[config.mk]
export PLATFORM = sky130hd
export DESIGN_NAME = regfile_wb_ctrl
export DESIGN_NICKNAME = d
export VERILOG_FILES = /design/src/rtl/regfile_pkg.sv /design/src/rtl/regfile_wb_ctrl_rr_arbiter.sv /design/src/rtl/regfile_wb_ctrl.sv
export SDC_FILE = /design/constraint.sdc
export NUM_CORES = 1
export LEC_CHECK = 0
export BUFFER_PORTS_ARGS = -buffer_cell sky130_fd_sc_hd__buf_2
export CAP_MARGIN = 20
export CORE_MARGIN = 5
export CORE_UTILIZATION = 30
export DETAILED_ROUTE_END_ITERATION = 8
export PLACE_DENSITY_LB_ADDON = 0.25
export SLEW_MARGIN = 20
export SYNTH_ARGS = -nofsm -noshare
export SYNTH_HDL_FRONTEND = slang
export SYNTH_HIERARCHICAL = 1
export SYNTH_SLANG_ARGS = --single-unit
export TNS_END_PERCENT = 5
[constraint.sdc]
create_clock -name clk_i -period 5.6 [get_ports clk_i]
set_input_delay 1.4 -clock clk_i [delete_from_list [all_inputs] [get_ports clk_i]]
set_output_delay 1.4 -clock clk_i [all_outputs]
set_load 0.02 [all_outputs]
[src/rtl/regfile_pkg.sv]
// Shared constants and types for the integer register file write-back path.
//   XLEN   : data width of one register
//   NREG   : number of architectural registers
//   REG_AW : register address width
//   reg_addr_t : register index
//   wb_req_t   : one write-back request (destination + data)
package regfile_pkg;

  localparam int XLEN   = 32;
  localparam int NREG   = 32;
  localparam int REG_AW = $clog2(NREG);

  typedef logic [REG_AW-1:0] reg_addr_t;

  typedef struct packed {
    reg_addr_t       addr;
    logic [XLEN-1:0] data;
  } wb_req_t;

endpackage

[src/rtl/regfile_wb_ctrl_rr_arbiter.sv]
// Combinational round-robin arbiter.
// The search starts at ptr_i and wraps, so the first requester at or after ptr_i wins.
// Ports:
//   req_i       in  N   request vector
//   ptr_i       in  PW  index where the search starts
//   gnt_o       out N   one-hot grant, or all zero when nothing is requested
//   gnt_idx_o   out PW  index of the granted requester (0 when gnt_valid_o=0)
//   gnt_valid_o out 1   some requester is granted
module rr_arbiter #(
  parameter  int N  = 2,
  localparam int PW = (N > 1) ? $clog2(N) : 1
) (
  input  logic [N-1:0]  req_i,
  input  logic [PW-1:0] ptr_i,
  output logic [N-1:0]  gnt_o,
  output logic [PW-1:0] gnt_idx_o,
  output logic          gnt_valid_o
);

  // (base + off) mod N, with off < N, so a single conditional subtract is enough.
  function automatic logic [PW-1:0] wrap_add(input logic [PW-1:0] base, input int unsigned off);
    int unsigned s;
    s = 32'(base) + off;
    if (s >= 32'(N)) s = s - 32'(N);
    return s[PW-1:0];
  endfunction

  logic [PW-1:0] w_cand;
  logic          w_found;

  always_comb begin
    gnt_o       = '0;
    gnt_idx_o   = '0;
    gnt_valid_o = 1'b0;
    w_cand      = '0;
    w_found     = 1'b0;
    for (int k = 0; k < N; k++) begin
      w_cand = wrap_add(ptr_i, 32'(k));
      if (!w_found && req_i[w_cand]) begin
        gnt_o[w_cand] = 1'b1;
        gnt_idx_o     = w_cand;
        gnt_valid_o   = 1'b1;
        w_found       = 1'b1;
      end
    end
  end

endmodule

[src/rtl/regfile_wb_ctrl.sv]
// Write-back controller for the integer register file.
// Arbitrates NUM_REQ write-back sources onto the single regfile write port and keeps a
// busy scoreboard of destinations that have been issued but not yet written back.
// Ports:
//   clk_i, rst_ni             clock (rising edge), asynchronous active-low reset
//   wb_valid_i/addr_i/data_i  per-requester write request (packed, requester 0 in low bits)
//   wb_ready_o                per-requester grant, combinational
//   iss_valid_i, iss_rd_i     issued instruction that will write iss_rd_i
//   rs1/rs2_addr_i            decode source queries
//   rs1/rs2_busy_o            registered busy bit of the queried register
//   rd_addr_o/data_o/wren_o   registered regfile write port
//
// Handshake: a write transfers in a cycle where wb_valid_i[i] & wb_ready_o[i]. A requester
// keeps addr/data stable and valid high until that happens. At most one ready per cycle;
// ready is never given while reset is asserted.
module regfile_wb_ctrl
  import regfile_pkg::*;
#(
  parameter  int NUM_REQ = 2,
  localparam int PTR_W   = (NUM_REQ > 1) ? $clog2(NUM_REQ) : 1
) (
  input  logic                     clk_i,
  input  logic                     rst_ni,
  input  logic [NUM_REQ-1:0]       wb_valid_i,
  input  logic [NUM_REQ*REG_AW-1:0] wb_addr_i,
  input  logic [NUM_REQ*XLEN-1:0]  wb_data_i,
  output logic [NUM_REQ-1:0]       wb_ready_o,
  input  logic                     iss_valid_i,
  input  logic [REG_AW-1:0]        iss_rd_i,
  input  logic [REG_AW-1:0]        rs1_addr_i,
  input  logic [REG_AW-1:0]        rs2_addr_i,
  output logic                     rs1_busy_o,
  output logic                     rs2_busy_o,
  output logic [REG_AW-1:0]        rd_addr_o,
  output logic [XLEN-1:0]          rd_data_o,
  output logic                     rd_wren_o
);

  wb_req_t             w_req [NUM_REQ];
  wb_req_t             w_sel;
  logic [NUM_REQ-1:0]  w_req_vld;
  logic [NUM_REQ-1:0]  w_gnt;
  logic [PTR_W-1:0]    w_gnt_idx;
  logic                w_gnt_valid;
  logic                w_sel_nz;
  logic [PTR_W-1:0]    w_ptr_nxt;
  logic [NREG-1:0]     w_busy_nxt;

  logic [PTR_W-1:0]    r_rr_ptr;
  logic [NREG-1:0]     r_busy;
  logic [REG_AW-1:0]   r_rd_addr;
  logic [XLEN-1:0]     r_rd_data;
  logic                r_rd_wren;

  for (genvar g = 0; g < NUM_REQ; g++) begin : g_unpack
    assign w_req[g].addr = wb_addr_i[g*REG_AW +: REG_AW];
    assign w_req[g].data = wb_data_i[g*XLEN +: XLEN];
  end

  // Masking requests with rst_ni keeps ready low for the whole reset window.
  assign w_req_vld = wb_valid_i & {NUM_REQ{rst_ni}};

  rr_arbiter #(.N(NUM_REQ)) u_arb (
    .req_i       (w_req_vld),
    .ptr_i       (r_rr_ptr),
    .gnt_o       (w_gnt),
    .gnt_idx_o   (w_gnt_idx),
    .gnt_valid_o (w_gnt_valid)
  );

  assign wb_ready_o = w_gnt;
  assign w_sel      = w_req[w_gnt_idx];
  assign w_sel_nz   = (w_sel.addr != '0);
  assign w_ptr_nxt  = (w_gnt_idx == PTR_W'(NUM_REQ - 1)) ? '0 : w_gnt_idx + PTR_W'(1);

  // Clear first, then set: a same-cycle issue to the register being written back wins,
  // since that newer producer is still outstanding. Entry 0 is never busy.
  always_comb begin
    w_busy_nxt = r_busy;
    if (w_gnt_valid && w_sel_nz) w_busy_nxt[w_sel.addr] = 1'b0;
    if (iss_valid_i && (iss_rd_i != '0)) w_busy_nxt[iss_rd_i] = 1'b1;
    w_busy_nxt[0] = 1'b0;
  end

  always_ff @(posedge clk_i or negedge rst_ni) begin
    if (!rst_ni) begin
      r_rr_ptr  <= '0;
      r_busy    <= '0;
      r_rd_addr <= '0;
      r_rd_data <= '0;
      r_rd_wren <= 1'b0;
    end else begin
      r_busy <= w_busy_nxt;
      if (w_gnt_valid) begin
        r_rd_addr <= w_sel.addr;
        r_rd_data <= w_sel.data;
        // The regfile does not protect entry 0, so writes to x0 are swallowed here.
        r_rd_wren <= w_sel_nz;
        r_rr_ptr  <= w_ptr_nxt;
      end else begin
        r_rd_wren <= 1'b0;
      end
    end
  end

  // No bypass of a same-cycle clear: decode sees the write-back one cycle later.
  assign rs1_busy_o = r_busy[rs1_addr_i];
  assign rs2_busy_o = r_busy[rs2_addr_i];

  assign rd_addr_o = r_rd_addr;
  assign rd_data_o = r_rd_data;
  assign rd_wren_o = r_rd_wren;

endmodule

==> reports/results.tsv, run 1 <==
stage	metric	value	unit
drt	wire_per_inst	16.0	microns
synth	yosysTopAreaCell	dfrtp_1	
timing	fin_skew	0.00348	ns
layout	num_antenna_cells	0	
min_path	hold_class	flip-flop to flip-flop	
pwr	p_leak	2.18	nW
critical_path	crit_path_max_incr_delay	0.52	ns
drt	first_pass_iters	4	
min_path	whs_path_depth	2	
clock_network	cts_tree	yes	
timing	fin_crit_sh	0.722	
synth	async_flop_share	1.00	
clock_network	cts_resized	0	
synth	yosysTopAreaCellShare	0.465	
run	maxCapViolCount	0	
floorplan	dieHeight	122	microns
drt	via_per_inst	4.90	
critical_path	reg2reg_depth	6	
clock_network	numClockSinks	70	
timing	finalHoldViolCount	0	
layout	drive_gt1_frac	0.336	
critical_path	crit_type	primary input to primary output	
timing	setup_viol	0	
outcome	status	complete, no violations	
critical_path	startpoint_type	primary input	
synth	yosys.cell_types.count	35	
placed_design	dp_hpwl	8.30	mm
grt	grt_pass1_vias	3406	
drt	drtIter0Drc	148	
timing	finalWorstSetupSlack	1.56	ns
drt	num_vias	3355	
synth	syn_area_per_cell	9.94	sq um
clock_network	cts_buffers	9	
clock_network	postCtsSetupRepairBufs	0	
timing	maxSlewHeadroom	0.404	
clock_network	clock-root-buffer	clkbuf_16	
clock_network	insertion_delay	0.33	ns
placed_design	preCtsSetupSlack	1.55	ns
grt	antenna_found_initial	1	
timing	finalSetupTns	0	ns
pwr	p_per_area	345	mW/mm^2
floorplan	pin_count	136	
grt	track_usage	0.151	
synth	ys.flop_type	dfrtp_1	
floorplan	initial_core_util	0.302	
floorplan	fp.dieW	122	microns
timing	rsz0062_at_grt	no	
synth	synthesis.nets	473	
drt	route.detailed.drc	0	
grt	overflow	0	
timing	tightest_slew	0.894	ns
layout	fin_area	0.00490	sq mm
synth	synth_seq_cells	70	
placed_design	place_area	0.00458	sq mm
timing	slew_violations	0	
timing	finalCriticalPeriod	4.04	ns
drt	drt-total-wl	10.9	mm
floorplan	core	0.0125	sq mm
synth	ys_top_cells_by_area	dfrtp_1, mux2i_1, a21oi_1, o21ai_0, nor2_1	
layout	final_core_util	0.393	
synth	synthCells	379	
grt	grt_pass1_wl	17.3	mm
timing	fmax	0.247	GHz
synth	syn-cell-area	0.00377	sq mm
critical_path	crit_top_cell	buf_2	
synth	synth_edf_count	0	
pwr	total_power	0.00169	W
clock_network	clock_path_buffers	2	
grt	grt_max_degree	71	
clock_network	cts_hold_buf	0	
floorplan	fp-row-count	41	
placed_design	portBuffers	135	
placed_design	gp_congestion	0.854	
critical_path	path_cells	buf_2 > mux4_2 > nand2b_1 > o2111ai_1 > nand4_1 > buf_2	
clock_network	path_clk_slew	0.06	ns
critical_path	arrival	2.64	ns
critical_path	cp_slowest_cell	mux4_2	
critical_path	crit_required	4.20	ns
clock_network	h-tree-depth	3	
critical_path	worstSetupEndpointType	primary output	
critical_path	crit_fanout	7	
layout	nNetsFinal	601	
floorplan	dieArea	0.0149	sq mm
synth	ys_warn_count	6	
pwr	ir_worst_vdd	174	uV
drt	antenna_left	0	
layout	area_delta_synth_final	30.2	%
synth	synth_seq_area_share	0.465	
[registers in the layout, indices dropped and copies added (netlist names)]
name,flops
r_busy,31
r_rr_ptr,1
rd_addr_o,5
rd_data_o,32
rd_wren_o,1
[placed cells by master (no fill, tap or decap), types with 5 or more instances in the layout]
cell type	n
nor2_1	43
nand3_1	17
o21ai_0	40
dfrtp_1	70
clkbuf_16	9
mux4_2	6
mux2i_1	54
nand2_1	5
o21ai_1	25
a21oi_1	43
nor2b_1	7
buf_2	135
nand2b_1	6
[per-layer routing]
layer	GRT usage	vias up	routed length (microns)	part of all wire
met5	0	-	11	0.0010
met4	0.0553	2	126	0.012
met3	0.0552	12	1020	0.094
met2	0.240	136	5070	0.46
met1	0.187	1567	4680	0.43
li1	-	1638	-	-
[per-stage QoR]
| stage | hold WS, ns | cells |
|---|---|---|
| after floorplan | 0.468 | 379 |
| after global routing | 0.536 | 684 |
| final | 0.521 | 684 |
| after detailed placement | 0.507 | 668 |
| after CTS | 0.520 | 684 |
| after global placement | 0.502 | 668 |
[Yosys cell counts (3+ instances only)]
| master | n |
|---|---|
| buf_2 | 6 |
| mux2i_1 | 54 |
| nand2_1 | 5 |
| nor2b_1 | 7 |
| nand2b_1 | 6 |
| nor3b_1 | 3 |
| dfrtp_1 | 70 |
| a21boi_1 | 3 |
| a22oi_1 | 4 |
| inv_1 | 4 |
| a21oi_1 | 43 |
| mux4_2 | 6 |
| clkbuf_1 | 10 |
| nor2_1 | 43 |
| o21ai_1 | 25 |
| nand3_1 | 17 |
| or3_4 | 4 |
| and3b_1 | 3 |
| nand4_1 | 3 |
| o21ai_0 | 40 |
| buf_4 | 3 |
[cells by family after synthesis]
group,Yosys count,share of synthesized area
compound gates,123,0.174
simple gates,97,0.132
flops,70,0.465
mux,64,0.195
buf+inv,25,0.0339
[where the power goes]
part           internal, W  total (W)  leakage (nW)  switching [W]
sequential        0.000608   0.000684         0.809      0.0000753
combinational     0.000170   0.000396          1.21       0.000226
clock             0.000400   0.000614         0.154       0.000214
[worst max-delay path: cells and delay by family]
kind                   cells  cell delay [ns]
muxes                      1             0.52
buffers and inverters      2             0.36
and+or+nand+nor            2             0.25
AOI/OAI and AO/OA          1             0.11
[area by class of cell]
type | count | area, sq um
clock inverters | 6 | 85.1
well taps | 172 | 215
inverters | 4 | 15.0
repair buffers | 138 | 698
multi-input cells | 284 | 1900
clock buffers | 10 | 239
flip-flops and latches | 70 | 1750
fillers | 1246 | 7560
[final timing paths]
path,startpoint,slack (ns),to
hold reg to reg,r_busy[18],0.52,r_busy[18]
max in group asynchronous,rst_ni,3.72,r_busy[12]
min in group asynchronous,rst_ni,1.30,rd_data_o[30]
setup / recovery,rs2_addr_i[0],1.56,rs2_busy_o
hold / removal,r_busy[18],0.52,r_busy[18]
setup reg to reg,r_rr_ptr,3.46,r_busy[23]
No activity file was read; power rests on OpenSTA's default activity.
==> run 2, diff against run 1 <==
Clock period 5.6 ns to 3.8 ns, I/O delays scaled along.
==> reports/results.tsv, run 2 (synthesis gave the netlist of run 1 again) <==
stage	metric	value	unit	change
outcome	status	complete, no violations		unchanged
critical_path	reg2reg_depth	6		unchanged
grt	grt_max_degree	70		was 71
grt	track_usage	0.152		was 0.151
pwr	p_leak	2.18	nW	about the same
grt	overflow	0		unchanged
critical_path	worstSetupEndpointType	primary output		unchanged
drt	via_per_inst	4.85		was 4.90
critical_path	crit_fanout	7		unchanged
layout	nNetsFinal	601		unchanged
clock_network	clock-root-buffer	clkbuf_16		unchanged
clock_network	numClockSinks	70		unchanged
drt	wire_per_inst	15.9	microns	was 16.0 microns
pwr	p_per_area	508	mW/mm^2	was 345 mW/mm^2
timing	finalSetupTns	0	ns	unchanged
critical_path	crit_type	primary input to primary output		unchanged
floorplan	dieHeight	122	microns	unchanged
clock_network	cts_buffers	9		unchanged
drt	antenna_left	0		unchanged
clock_network	insertion_delay	0.33	ns	about the same
critical_path	r2r_setup_slack	1.67	ns	was 3.46 ns
floorplan	dieArea	0.0149	sq mm	unchanged
layout	drive_gt1_frac	0.332		was 0.336
layout	final_common_cell	buf_2		unchanged
timing	fin_crit_sh	0.822		
layout	largest_reg_flops	32		unchanged
timing	finalCriticalPeriod	3.12	ns	
clock_network	h-tree-depth	3		unchanged
timing	tightest_slew	0.888	ns	was 0.894 ns
pwr	total_power	0.00249	W	was 0.00169 W
critical_path	crit_required	2.85	ns	was 4.20 ns
floorplan	core	0.0125	sq mm	unchanged
timing	slew_violations	0		unchanged
floorplan	initial_core_util	0.302		unchanged
critical_path	startpoint_type	primary input		unchanged
timing	fin_skew	0.00445	ns	was 0.00348 ns
placed_design	place_area	0.00458	sq mm	unchanged
clock_network	path_clk_slew	0.05	ns	was 0.06 ns
placed_design	dp_hpwl	8.32	mm	was 8.30 mm
pwr	ir_worst_vdd	204	uV	was 174 uV
floorplan	fp-row-count	41		unchanged
clock_network	clock_path_buffers	2		unchanged
floorplan	fp.dieW	122	microns	unchanged
layout	area_delta_synth_final	30.0	%	was 30.2%
critical_path	r2r_end	r_busy[18]		was r_busy[23]
drt	num_vias	3319		was 3,355
drt	route.detailed.drc	0		unchanged
layout	num_antenna_cells	0		unchanged
floorplan	pin_count	136		unchanged
layout	final_cell_mix	buf_2, dfrtp_1, mux2i_1		unchanged
layout	fin_area	0.00489	sq mm	was 0.00490 sq mm
clock_network	cts_resized	0		unchanged
drt	drt-total-wl	10.8	mm	was 10.9 mm
grt	antenna_found_initial	2		was 1
min_path	hold_class	primary input to asynchronous set/reset pin		was flip-flop to flip-flop
layout	multi_input_area	0.00190	sq mm	unchanged
timing	holdWs	0.401	ns	was 0.521 ns
timing	rsz0062_at_grt	no		unchanged
layout	seqCellArea	0.00175	sq mm	unchanged
clock_network	postCtsSetupRepairBufs	0		unchanged
clock_network	cts_tree	yes		unchanged
grt	grt_pass1_wl	17.5	mm	was 17.3 mm
critical_path	arrival	2.17	ns	was 2.64 ns
run	maxCapViolCount	0		unchanged
grt	grt_pass1_vias	3461		was 3,406
drt	drtIter0Drc	105		was 148
drt	first_pass_iters	5		was 4
layout	n_fill_cell	1259		was 1,246
timing	fmax	0.320	GHz	
placed_design	portBuffers	135		unchanged
placed_design	gp_congestion	0.855		was 0.854
timing	maxSlewHeadroom	0.408		was 0.404
timing	setup_viol	0		unchanged
critical_path	r2r-start	r_rr_ptr		unchanged
timing	finalHoldViolCount	0		unchanged
clock_network	cts_hold_buf	0		unchanged
[run 2: changes by cell type in the layout (fill, tap and decap cells not counted)]
cell | previous run | this run
clkbuf_1 | 0 | 2
clkinvlp_4 | 2 | 0
[run 2: area by class of cell]
| class | instances | share of cell area |
|---|---|---|
| well taps | 172 | 0.0440 |
| multi-input cells | 284 | 0.388 |
| clock inverters | 4 | 0.0143 |
| clock buffers | 12 | 0.0504 |
| repair buffers | 138 | 0.143 |
| inverters | 4 | 0.00307 |
| flip-flops and latches | 70 | 0.358 |
[run 2: how the worst max path moves through the flow]
stage,startpoint,end,slack (ns)
after floorplan,rs1_addr_i[0],rs1_busy_o,0.76
after global placement,rs1_addr_i[0],rs1_busy_o,0.68
after detailed placement,rs1_addr_i[0],rs1_busy_o,0.66
after CTS,rs1_addr_i[0],rs1_busy_o,0.66
after global routing,rs1_addr_i[0],rs1_busy_o,0.59
final,rs1_addr_i[0],rs1_busy_o,0.68
[run 2: metrics by stage]
| step | std cells | setup slack (ns) | util |
|---|---|---|---|
| 5_1_grt | 684 | 0.587 | 0.393 |
| 6_report | 684 | 0.677 | 0.393 |
| 4_1_cts | 684 | 0.658 | 0.393 |
| 2_1_floorplan | 379 | 0.764 | - |
| 3_5_place_dp | 668 | 0.662 | 0.367 |
| 3_3_place_gp | 668 | 0.677 | 0.367 |
[run 2: worst max-delay path: stages]
cell and delay [ns]:
buf_2 0.19, mux4_2 0.51, nand2b_1 0.15, o2111ai_1 0.11
nand4_1 0.09, buf_2 0.17
[run 2: layer usage]
metal / global-route usage / routed length (microns) / vias to the layer above
met1: 0.186 / 4760 / 1525
met4: 0.0700 / 177 / 4
li1: - / - / 1636
met5: 0 / 14 / -
met2: 0.239 / 4940 / 134
met3: 0.0580 / 950 / 20
[run 2: where the power goes]
group	total, W	switching, W	internal [W]
clock network	0.000895	0.000305	0.000590
registers	0.00101	0.000112	0.000897
logic	0.000582	0.000332	0.000250
